<file path="src/rtl/alu_pkg.sv">
// Shared definitions for the ALU command sequencer: opcodes, FSM states, flag bit positions.
package alu_pkg;

    localparam logic [3:0] OP_OUT = 4'h0;
    localparam logic [3:0] OP_ADD = 4'h2;
    localparam logic [3:0] OP_SUB = 4'h3;
    localparam logic [3:0] OP_AND = 4'h4;
    localparam logic [3:0] OP_OR  = 4'h5;
    localparam logic [3:0] OP_NOR = 4'h6;
    localparam logic [3:0] OP_XOR = 4'h7;
    localparam logic [3:0] OP_SLL = 4'h8;
    localparam logic [3:0] OP_SRL = 4'h9;
    localparam logic [3:0] OP_SRA = 4'hA;
    localparam logic [3:0] OP_MUL = 4'hB;
    localparam logic [3:0] OP_DIV = 4'hC;

    localparam int FLAG_EQ = 3;
    localparam int FLAG_NE = 2;
    localparam int FLAG_GT = 1;
    localparam int FLAG_LT = 0;

    typedef enum logic [1:0] {
        ST_IDLE   = 2'd0,
        ST_EXEC   = 2'd1,
        ST_MULDIV = 2'd2,
        ST_RESP   = 2'd3
    } seq_state_e;

    // Opcodes the combinational ALU actually implements.
    function automatic logic is_alu_op(input logic [3:0] op);
        return (op == OP_OUT) || ((op >= OP_ADD) && (op <= OP_SRA));
    endfunction

    function automatic logic is_muldiv_op(input logic [3:0] op);
        return (op == OP_MUL) || (op == OP_DIV);
    endfunction

endpackage

</file>
<file path="src/rtl/alu_sequencer_if.sv">
// Command/response handshakes plus ALU-facing signals of the sequencer, bundled as one interface.
interface alu_sequencer_if #(
    parameter int DATA_W = 32,
    parameter int TAG_W  = 4
);
    logic              cmd_valid;
    logic              cmd_ready;
    logic [3:0]        cmd_op;
    logic [DATA_W-1:0] cmd_a;
    logic [DATA_W-1:0] cmd_b;
    logic [TAG_W-1:0]  cmd_tag;

    logic [3:0]        alu_opcode;
    logic [DATA_W-1:0] alu_data0;
    logic [DATA_W-1:0] alu_data1;
    logic [DATA_W-1:0] alu_out_data;
    logic              alu_ovf;
    logic [3:0]        alu_condition;

    logic              rsp_valid;
    logic              rsp_ready;
    logic [DATA_W-1:0] rsp_data;
    logic [TAG_W-1:0]  rsp_tag;
    logic              rsp_ovf;
    logic              rsp_err;
    logic [3:0]        flags;

    modport slave (
        input  cmd_valid, cmd_op, cmd_a, cmd_b, cmd_tag,
        output cmd_ready,
        output alu_opcode, alu_data0, alu_data1,
        input  alu_out_data, alu_ovf, alu_condition,
        output rsp_valid, rsp_data, rsp_tag, rsp_ovf, rsp_err, flags,
        input  rsp_ready
    );

    modport master (
        output cmd_valid, cmd_op, cmd_a, cmd_b, cmd_tag,
        input  cmd_ready,
        input  alu_opcode, alu_data0, alu_data1,
        output alu_out_data, alu_ovf, alu_condition,
        input  rsp_valid, rsp_data, rsp_tag, rsp_ovf, rsp_err, flags,
        output rsp_ready
    );

endinterface

</file>
<file path="src/rtl/alu_muldiv_iter.sv">
// Iterative unsigned multiply (shift-add) and restoring divide, one bit per cycle.
// Instantiated by alu_sequencer only when ALU_SEQ_MULDIV_EN is defined.
module alu_muldiv_iter
    import alu_pkg::*;
#(
    parameter int DATA_W = 32
) (
    input  logic              clk,
    input  logic              rst,
    input  logic              start_i,
    input  logic [3:0]        op_i,
    input  logic [DATA_W-1:0] a_i,
    input  logic [DATA_W-1:0] b_i,
    output logic              done_o,
    output logic [DATA_W-1:0] result_o,
    output logic              ovf_o,
    output logic              dz_o
);

    localparam int CNT_W = $clog2(DATA_W);

    logic              busy_q, busy_d;
    logic              div_q, div_d;
    logic              dz_q, dz_d;
    logic [CNT_W-1:0]  cnt_q, cnt_d;
    logic [DATA_W-1:0] acc_q, acc_d;
    logic [DATA_W-1:0] lo_q, lo_d;
    logic [DATA_W-1:0] opnd_q, opnd_d;

    logic [DATA_W-1:0] addend;
    logic [DATA_W:0]   mul_sum;
    logic [DATA_W:0]   div_trial;
    logic [DATA_W-1:0] acc_nx;
    logic [DATA_W-1:0] lo_nx;

    // acc:lo is the 64-bit product register for MUL and remainder:quotient for DIV.
    always_comb begin
        addend    = lo_q[0] ? opnd_q : {DATA_W{1'b0}};
        mul_sum   = {1'b0, acc_q} + {1'b0, addend};
        div_trial = {acc_q, lo_q[DATA_W-1]} - {1'b0, opnd_q};
        if (div_q) begin
            if (div_trial[DATA_W]) begin
                acc_nx = {acc_q[DATA_W-2:0], lo_q[DATA_W-1]};
                lo_nx  = {lo_q[DATA_W-2:0], 1'b0};
            end else begin
                acc_nx = div_trial[DATA_W-1:0];
                lo_nx  = {lo_q[DATA_W-2:0], 1'b1};
            end
        end else begin
            acc_nx = mul_sum[DATA_W:1];
            lo_nx  = {mul_sum[0], lo_q[DATA_W-1:1]};
        end
    end

    // The last step is taken combinationally so the result is ready in the 32nd busy cycle.
    assign done_o   = busy_q && (dz_q || (cnt_q == CNT_W'(DATA_W - 1)));
    assign result_o = dz_q ? {DATA_W{1'b1}} : lo_nx;
    assign ovf_o    = !div_q && (acc_nx != {DATA_W{1'b0}});
    assign dz_o     = dz_q;

    always_comb begin
        busy_d = busy_q;
        div_d  = div_q;
        dz_d   = dz_q;
        cnt_d  = cnt_q;
        acc_d  = acc_q;
        lo_d   = lo_q;
        opnd_d = opnd_q;
        if (start_i) begin
            busy_d = 1'b1;
            div_d  = (op_i == OP_DIV);
            dz_d   = (op_i == OP_DIV) && (b_i == {DATA_W{1'b0}});
            cnt_d  = '0;
            acc_d  = '0;
            lo_d   = (op_i == OP_DIV) ? a_i : b_i;
            opnd_d = (op_i == OP_DIV) ? b_i : a_i;
        end else if (busy_q) begin
            if (done_o) begin
                busy_d = 1'b0;
                cnt_d  = '0;
            end else begin
                acc_d = acc_nx;
                lo_d  = lo_nx;
                cnt_d = cnt_q + 1'b1;
            end
        end
    end

    always_ff @(posedge clk) begin
        if (rst) begin
            busy_q <= 1'b0;
            div_q  <= 1'b0;
            dz_q   <= 1'b0;
            cnt_q  <= '0;
            acc_q  <= '0;
            lo_q   <= '0;
            opnd_q <= '0;
        end else begin
            busy_q <= busy_d;
            div_q  <= div_d;
            dz_q   <= dz_d;
            cnt_q  <= cnt_d;
            acc_q  <= acc_d;
            lo_q   <= lo_d;
            opnd_q <= opnd_d;
        end
    end

endmodule

</file>
<file path="src/rtl/alu_sequencer.sv">
// Front end for the combinational ALU: one request in flight, tagged response, SUB-updated flags.
// Define ALU_SEQ_MULDIV_EN to add iterative MUL/DIV; otherwise those opcodes return an error.
module alu_sequencer
    import alu_pkg::*;
#(
    parameter int DATA_W = 32,
    parameter int TAG_W  = 4
) (
    input logic            clk,
    input logic            rst,
    alu_sequencer_if.slave bus
);

    seq_state_e        state_q, state_d;
    logic [3:0]        op_q, op_d;
    logic [DATA_W-1:0] a_q, a_d;
    logic [DATA_W-1:0] b_q, b_d;
    logic [TAG_W-1:0]  tag_q, tag_d;
    logic [DATA_W-1:0] rsp_data_q, rsp_data_d;
    logic              rsp_ovf_q, rsp_ovf_d;
    logic              rsp_err_q, rsp_err_d;
    logic [3:0]        flags_q, flags_d;

    logic              accept;
    logic              exec_legal;

    assign accept     = bus.cmd_valid && (state_q == ST_IDLE);
    assign exec_legal = is_alu_op(op_q);

`ifdef ALU_SEQ_MULDIV_EN
    logic              md_start;
    logic              md_done;
    logic [DATA_W-1:0] md_result;
    logic              md_ovf;
    logic              md_dz;

    assign md_start = accept && is_muldiv_op(bus.cmd_op);

    alu_muldiv_iter #(
        .DATA_W (DATA_W)
    ) u_muldiv (
        .clk      (clk),
        .rst      (rst),
        .start_i  (md_start),
        .op_i     (bus.cmd_op),
        .a_i      (bus.cmd_a),
        .b_i      (bus.cmd_b),
        .done_o   (md_done),
        .result_o (md_result),
        .ovf_o    (md_ovf),
        .dz_o     (md_dz)
    );
`endif

    always_comb begin
        state_d    = state_q;
        op_d       = op_q;
        a_d        = a_q;
        b_d        = b_q;
        tag_d      = tag_q;
        rsp_data_d = rsp_data_q;
        rsp_ovf_d  = rsp_ovf_q;
        rsp_err_d  = rsp_err_q;
        flags_d    = flags_q;
        case (state_q)
            ST_IDLE: begin
                if (accept) begin
                    op_d    = bus.cmd_op;
                    a_d     = bus.cmd_a;
                    b_d     = bus.cmd_b;
                    tag_d   = bus.cmd_tag;
                    state_d = ST_EXEC;
`ifdef ALU_SEQ_MULDIV_EN
                    if (is_muldiv_op(bus.cmd_op)) state_d = ST_MULDIV;
`endif
                end
            end
            ST_EXEC: begin
                // Opcodes the ALU lacks still take the EXEC slot so latency stays uniform.
                rsp_data_d = exec_legal ? bus.alu_out_data : {DATA_W{1'b0}};
                rsp_ovf_d  = exec_legal && ((op_q == OP_ADD) || (op_q == OP_SUB)) && bus.alu_ovf;
                rsp_err_d  = !exec_legal;
                if (op_q == OP_SUB) flags_d = bus.alu_condition;
                state_d    = ST_RESP;
            end
            ST_MULDIV: begin
`ifdef ALU_SEQ_MULDIV_EN
                if (md_done) begin
                    rsp_data_d = md_result;
                    rsp_ovf_d  = md_ovf;
                    rsp_err_d  = md_dz;
                    state_d    = ST_RESP;
                end
`else
                state_d = ST_IDLE;
`endif
            end
            ST_RESP: begin
                if (bus.rsp_ready) state_d = ST_IDLE;
            end
            default: state_d = ST_IDLE;
        endcase
    end

    always_ff @(posedge clk) begin
        if (rst) begin
            state_q    <= ST_IDLE;
            op_q       <= '0;
            a_q        <= '0;
            b_q        <= '0;
            tag_q      <= '0;
            rsp_data_q <= '0;
            rsp_ovf_q  <= 1'b0;
            rsp_err_q  <= 1'b0;
            flags_q    <= '0;
        end else begin
            state_q    <= state_d;
            op_q       <= op_d;
            a_q        <= a_d;
            b_q        <= b_d;
            tag_q      <= tag_d;
            rsp_data_q <= rsp_data_d;
            rsp_ovf_q  <= rsp_ovf_d;
            rsp_err_q  <= rsp_err_d;
            flags_q    <= flags_d;
        end
    end

    assign bus.cmd_ready  = (state_q == ST_IDLE);
    assign bus.rsp_valid  = (state_q == ST_RESP);
    assign bus.alu_opcode = op_q;
    assign bus.alu_data0  = a_q;
    assign bus.alu_data1  = b_q;
    assign bus.rsp_data   = rsp_data_q;
    assign bus.rsp_tag    = tag_q;
    assign bus.rsp_ovf    = rsp_ovf_q;
    assign bus.rsp_err    = rsp_err_q;
    assign bus.flags      = flags_q;

endmodule

</file>
<file path="src/flat_wrapper.sv">
// flat-port wrapper written by rule: the top's interface ports become plain ports
module alu_sequencer_flat import alu_pkg::*;
#(
    parameter int DATA_W = 32,
    parameter int TAG_W  = 4
)
  (clk, rst, bus_cmd_valid, bus_cmd_op, bus_cmd_a, bus_cmd_b, bus_cmd_tag, bus_cmd_ready, bus_alu_opcode, bus_alu_data0, bus_alu_data1, bus_alu_out_data, bus_alu_ovf, bus_alu_condition, bus_rsp_valid, bus_rsp_data, bus_rsp_tag, bus_rsp_ovf, bus_rsp_err, bus_flags, bus_rsp_ready);
  alu_sequencer_if #(.DATA_W(DATA_W), .TAG_W(TAG_W)) bus_i ();
  input logic clk;
  input logic rst;
  input wire logic [$bits(bus_i.cmd_valid)-1:0] bus_cmd_valid;
  input wire logic [$bits(bus_i.cmd_op)-1:0] bus_cmd_op;
  input wire logic [$bits(bus_i.cmd_a)-1:0] bus_cmd_a;
  input wire logic [$bits(bus_i.cmd_b)-1:0] bus_cmd_b;
  input wire logic [$bits(bus_i.cmd_tag)-1:0] bus_cmd_tag;
  output wire logic [$bits(bus_i.cmd_ready)-1:0] bus_cmd_ready;
  output wire logic [$bits(bus_i.alu_opcode)-1:0] bus_alu_opcode;
  output wire logic [$bits(bus_i.alu_data0)-1:0] bus_alu_data0;
  output wire logic [$bits(bus_i.alu_data1)-1:0] bus_alu_data1;
  input wire logic [$bits(bus_i.alu_out_data)-1:0] bus_alu_out_data;
  input wire logic [$bits(bus_i.alu_ovf)-1:0] bus_alu_ovf;
  input wire logic [$bits(bus_i.alu_condition)-1:0] bus_alu_condition;
  output wire logic [$bits(bus_i.rsp_valid)-1:0] bus_rsp_valid;
  output wire logic [$bits(bus_i.rsp_data)-1:0] bus_rsp_data;
  output wire logic [$bits(bus_i.rsp_tag)-1:0] bus_rsp_tag;
  output wire logic [$bits(bus_i.rsp_ovf)-1:0] bus_rsp_ovf;
  output wire logic [$bits(bus_i.rsp_err)-1:0] bus_rsp_err;
  output wire logic [$bits(bus_i.flags)-1:0] bus_flags;
  input wire logic [$bits(bus_i.rsp_ready)-1:0] bus_rsp_ready;
  assign bus_i.cmd_valid = bus_cmd_valid;
  assign bus_i.cmd_op = bus_cmd_op;
  assign bus_i.cmd_a = bus_cmd_a;
  assign bus_i.cmd_b = bus_cmd_b;
  assign bus_i.cmd_tag = bus_cmd_tag;
  assign bus_cmd_ready = bus_i.cmd_ready;
  assign bus_alu_opcode = bus_i.alu_opcode;
  assign bus_alu_data0 = bus_i.alu_data0;
  assign bus_alu_data1 = bus_i.alu_data1;
  assign bus_i.alu_out_data = bus_alu_out_data;
  assign bus_i.alu_ovf = bus_alu_ovf;
  assign bus_i.alu_condition = bus_alu_condition;
  assign bus_rsp_valid = bus_i.rsp_valid;
  assign bus_rsp_data = bus_i.rsp_data;
  assign bus_rsp_tag = bus_i.rsp_tag;
  assign bus_rsp_ovf = bus_i.rsp_ovf;
  assign bus_rsp_err = bus_i.rsp_err;
  assign bus_flags = bus_i.flags;
  assign bus_i.rsp_ready = bus_rsp_ready;
  alu_sequencer #(.DATA_W(DATA_W), .TAG_W(TAG_W)) u_core (.clk(clk), .rst(rst), .bus(bus_i));
endmodule
</file>
<file path="config.mk">
export PLATFORM = sky130hd
export DESIGN_NAME = alu_sequencer_flat
export DESIGN_NICKNAME = d
export VERILOG_FILES = /design/src/rtl/alu_pkg.sv /design/src/rtl/alu_sequencer_if.sv /design/src/rtl/alu_muldiv_iter.sv /design/src/rtl/alu_sequencer.sv /design/src/flat_wrapper.sv
export SDC_FILE = /design/constraint.sdc
export NUM_CORES = 1
export LEC_CHECK = 0
export ABC_AREA = 1
export CORE_MARGIN = 4
export CORE_UTILIZATION = 43
export DETAILED_ROUTE_END_ITERATION = 10
export PLACE_DENSITY = 0.85
export SLEW_MARGIN = 20
export SYNTH_ARGS = -nofsm -noshare
export SYNTH_HDL_FRONTEND = slang
export SYNTH_HIERARCHICAL = 1
export SYNTH_SLANG_ARGS = --single-unit
export TNS_END_PERCENT = 20
</file>
<file path="constraint.sdc">
create_clock -name clk -period 1.7 [get_ports clk]
set_input_delay 0.34 -clock clk [delete_from_list [all_inputs] [get_ports clk]]
set_output_delay 0.34 -clock clk [all_outputs]
set_load 0.02 [all_outputs]
</file>
==> run summary <==
Placed Area -> 6780 µm²
Reg-to-reg critical path endpoint -> u_core/bus.rsp_data[14]
Net total in the final layout -> 962
Most instantiated cells after synthesis -> nor2_1, dfxtp_1, nand2_1, inv_1, o21ai_0
HPWL Detailed -> 10200 µm
Worst reg-to-reg path cell count -> 7
First-pass detailed-route iteration total -> 5
Flip-flop and latch count after synthesis -> 112
Io pins -> 225
GRT Total Usage -> 22.3%
Fin area -> 7110 µm²
Register-to-register path setup slack -> 0.43 ns
Max-cap viol count -> 0
Actual slew at the worst max-slew pin -> 0.449 ns
Cell Pwr Density -> 898 nW/µm²
Clock Latency Late Sink -> 0.36 ns
Via count of the first global-routing pass -> 4380
Number of port buffers -> 224
Critical Path Source -> u_core/bus.alu_data1[12]
Fraction of synthesized cell area taken by the top area cell type -> 50.5%
Post-synth EDFFs -> 0
Post-CTS setup repair buffer count -> 0
Total leakage power -> 4.35 nW
Relative max-transition margin -> 70.0%
Global-route congestion overflow total -> 0
Number of vias after detailed routing -> 4581
Final period demand of the worst path -> 1.65 ns
Combined buffer and inverter count along the critical path -> 1
Yosys cell types -> 22
Maximum number of pins on one net before global-route repair -> 78
Worst flop-to-flop path startpoint -> u_core/state_q[1]
Critical path start-end classification -> flop to primary output
Required arrival time at the worst endpoint -> 1.36 ns
Critical Path Sink Type -> primary output
Filler-free cell count of the finished design -> 986
Die extent in x -> 110 µm
Worst IR drop on VDD -> 498 µV
Residual DRC count -> 0
Launch instance of the worst min-delay path -> u_core/bus.alu_data1[17]
Sequential-to-total area share from yosys stat -> 50.5%
Final critical-path share of the clock period -> 97.2%
Fraction of final layout cells with drive strength greater than 1 -> 3.63%
Maximum achievable frequency -> 0.605 GHz
Clock edge transition at the registers on the reported setup and hold paths -> 0.10 ns
Core area -> 9910 µm²
Hold-fix buffer count after cts -> 0
Maximum fanout encountered on the critical timing path -> 2
Number of rows created at floorplan -> 36
Fin. max-slew vios -> 0
Largest area contributor in the netlist -> dfxtp_1
CTS H-tree depth -> 3
Starting Density -> 44.8%
Hold path endpoint -> u_core/bus.alu_data1[17]
Clock sink count -> 112
Fraction of registers with async set/reset -> 0%
Max Buffers Root-to-Sink -> 2
Worst min-delay path class -> flop to flop
Cell family contributing the most delay on the critical path -> buffers and inverters
Detail-routed net length per standard cell -> 14.0 µm
Summed negative setup slack over all endpoints -> 0 ns
Cell with the most instances after synthesis -> nor2_1
Synth-to-Final Area Change -> 60.0%
Crit path cell chain -> clkdlybuf4s50_1
Worst clock skew -> 0.00854 ns
DRT Wirelength -> 13800 µm
CP Data Arrival Time -> 1.31 ns
Clock Root Buffer -> clkbuf_8
Top cells by area in the synthesized netlist -> dfxtp_1, nor2_1, nand2_1, o21ai_0, inv_1
Outcome -> complete, no violations
Number of warnings reported in the yosys synthesis log -> 6
Post-Syn Area -> 4440 µm²
Number of DRC violations after detailed-routing iteration 0 -> 300
Antenna violations before repair -> 0
Worst-path cell with the longest stage delay -> clkdlybuf4s50_1
Area enclosed by the die boundary -> 12000 µm²
GPL Wtd Cong -> 0.838
Final hold violation count -> 0
Average instance area after synthesis -> 6.95 µm²
WHS Path Cells -> 2
CTS tree -> built
Nature of the critical path startpoint -> flop
Dominant synthesized flop cell -> dfxtp_1
Setup Viol. Count Final -> 0
Die H -> 110 µm
Number of inserted diodes -> 0
Synthesized net count -> 752
Wire length of the first global-routing pass -> 20800 µm
Count of placed standard cells including taps -> 971
Vias per std cell -> 4.65
Post-synthesis cell count -> 639
Remaining antenna violation count after routing -> 0
Largest stage delay, worst path -> 0.61 ns
CTS Buf Count -> 9
what timing repair did:
action | 4_1_cts | 5_1_grt
pin swaps | 0 | 0
resized for setup | 36 | 67
endpoints found under the setup margin | 36 | 67
cells in the final DEF (no fill, tap or decap), drive strengths merged:
master and count:
clkinvlp 1, nand4 5, nor2 223, or2 1
dlymetal6s2s 67, o21bai 1, buf 10, clkbuf 13
inv 75, dlygate4sd2 36, nand2 107, bufinv 1
dfxtp 112, o21ai 74, clkdlybuf4s50 121, a21oi 4
nand3 2
worst max-delay path by stage:
stage	endpoint	slack (ns)	cells after the start
floorplan	u_core/bus.alu_data0[0]	0.47	5
global placement	u_core/bus.alu_opcode[1]	0.12	5
detailed placement	u_core/bus.alu_data0[26]	0.09	5
CTS	bus_rsp_data[26]	0.0002	1
global route	bus_rsp_data[18]	-0.0009	1
finish	bus_alu_data1[12]	0.05	1
cell type report:
| type | count | area [µm²] |
|---|---|---|
| fillers | 784 | 2800 |
| inverters | 75 | 284 |
| well taps | 133 | 166 |
| repair buffers | 234 | 2510 |
| clock buffers | 13 | 169 |
| flip-flops and latches | 112 | 2240 |
| clock inverters | 2 | 37.5 |
| multi-input cells | 417 | 1700 |
state kept, by name, summed over array words and instances, names as in the netlist:
register / flops
u_core/bus.flags: 4
u_core/bus.rsp_err: 1
u_core/state_q: 2
u_core/bus.rsp_ovf: 1
u_core/bus.alu_data1: 32
u_core/bus.alu_data0: 32
u_core/bus.rsp_tag: 4
u_core/bus.rsp_data: 32
u_core/bus.alu_opcode: 4
stage by stage:
step	power (mW)	hold slack (ns)	setup slack, ns	utilization, %
floorplan	3.97	0.409	0.470	-
global placement	4.83	0.455	0.116	68.4
detailed placement	4.89	0.472	0.0938	68.4
CTS	6.48	0.486	0.000181	70.1
global route	6.74	0.511	-0.000888	71.8
finish	6.38	0.484	0.0480	71.8
cell families (layout without fill, tap and decap cells):
logic type,Yosys count,in the layout,share of synthesized area [%]
buf+inv,110,324,11.3
compound gates,79,79,8.96
flops,112,112,50.5
simple gates,338,338,29.2
routing by layer:
metal	GRT usage, %	routed length, µm	vias to the layer above
li1	-	-	2324
met1	22.7	4900	2049
met2	39.4	7080	182
met3	9.75	1470	26
met4	9.97	371	0
met5	0	0	-
power breakdown:
| group | internal, mW | leakage, nW | total [mW] | switching [mW] |
|---|---|---|---|---|
| combinational | 0.802 | 3.33 | 1.74 | 0.941 |
| sequential | 2.87 | 0.925 | 3.00 | 0.130 |
| clock | 0.797 | 0.102 | 1.64 | 0.843 |
| total | 4.47 | 4.35 | 6.38 | 1.91 |
No activity file was read; power rests on OpenSTA's default activity.
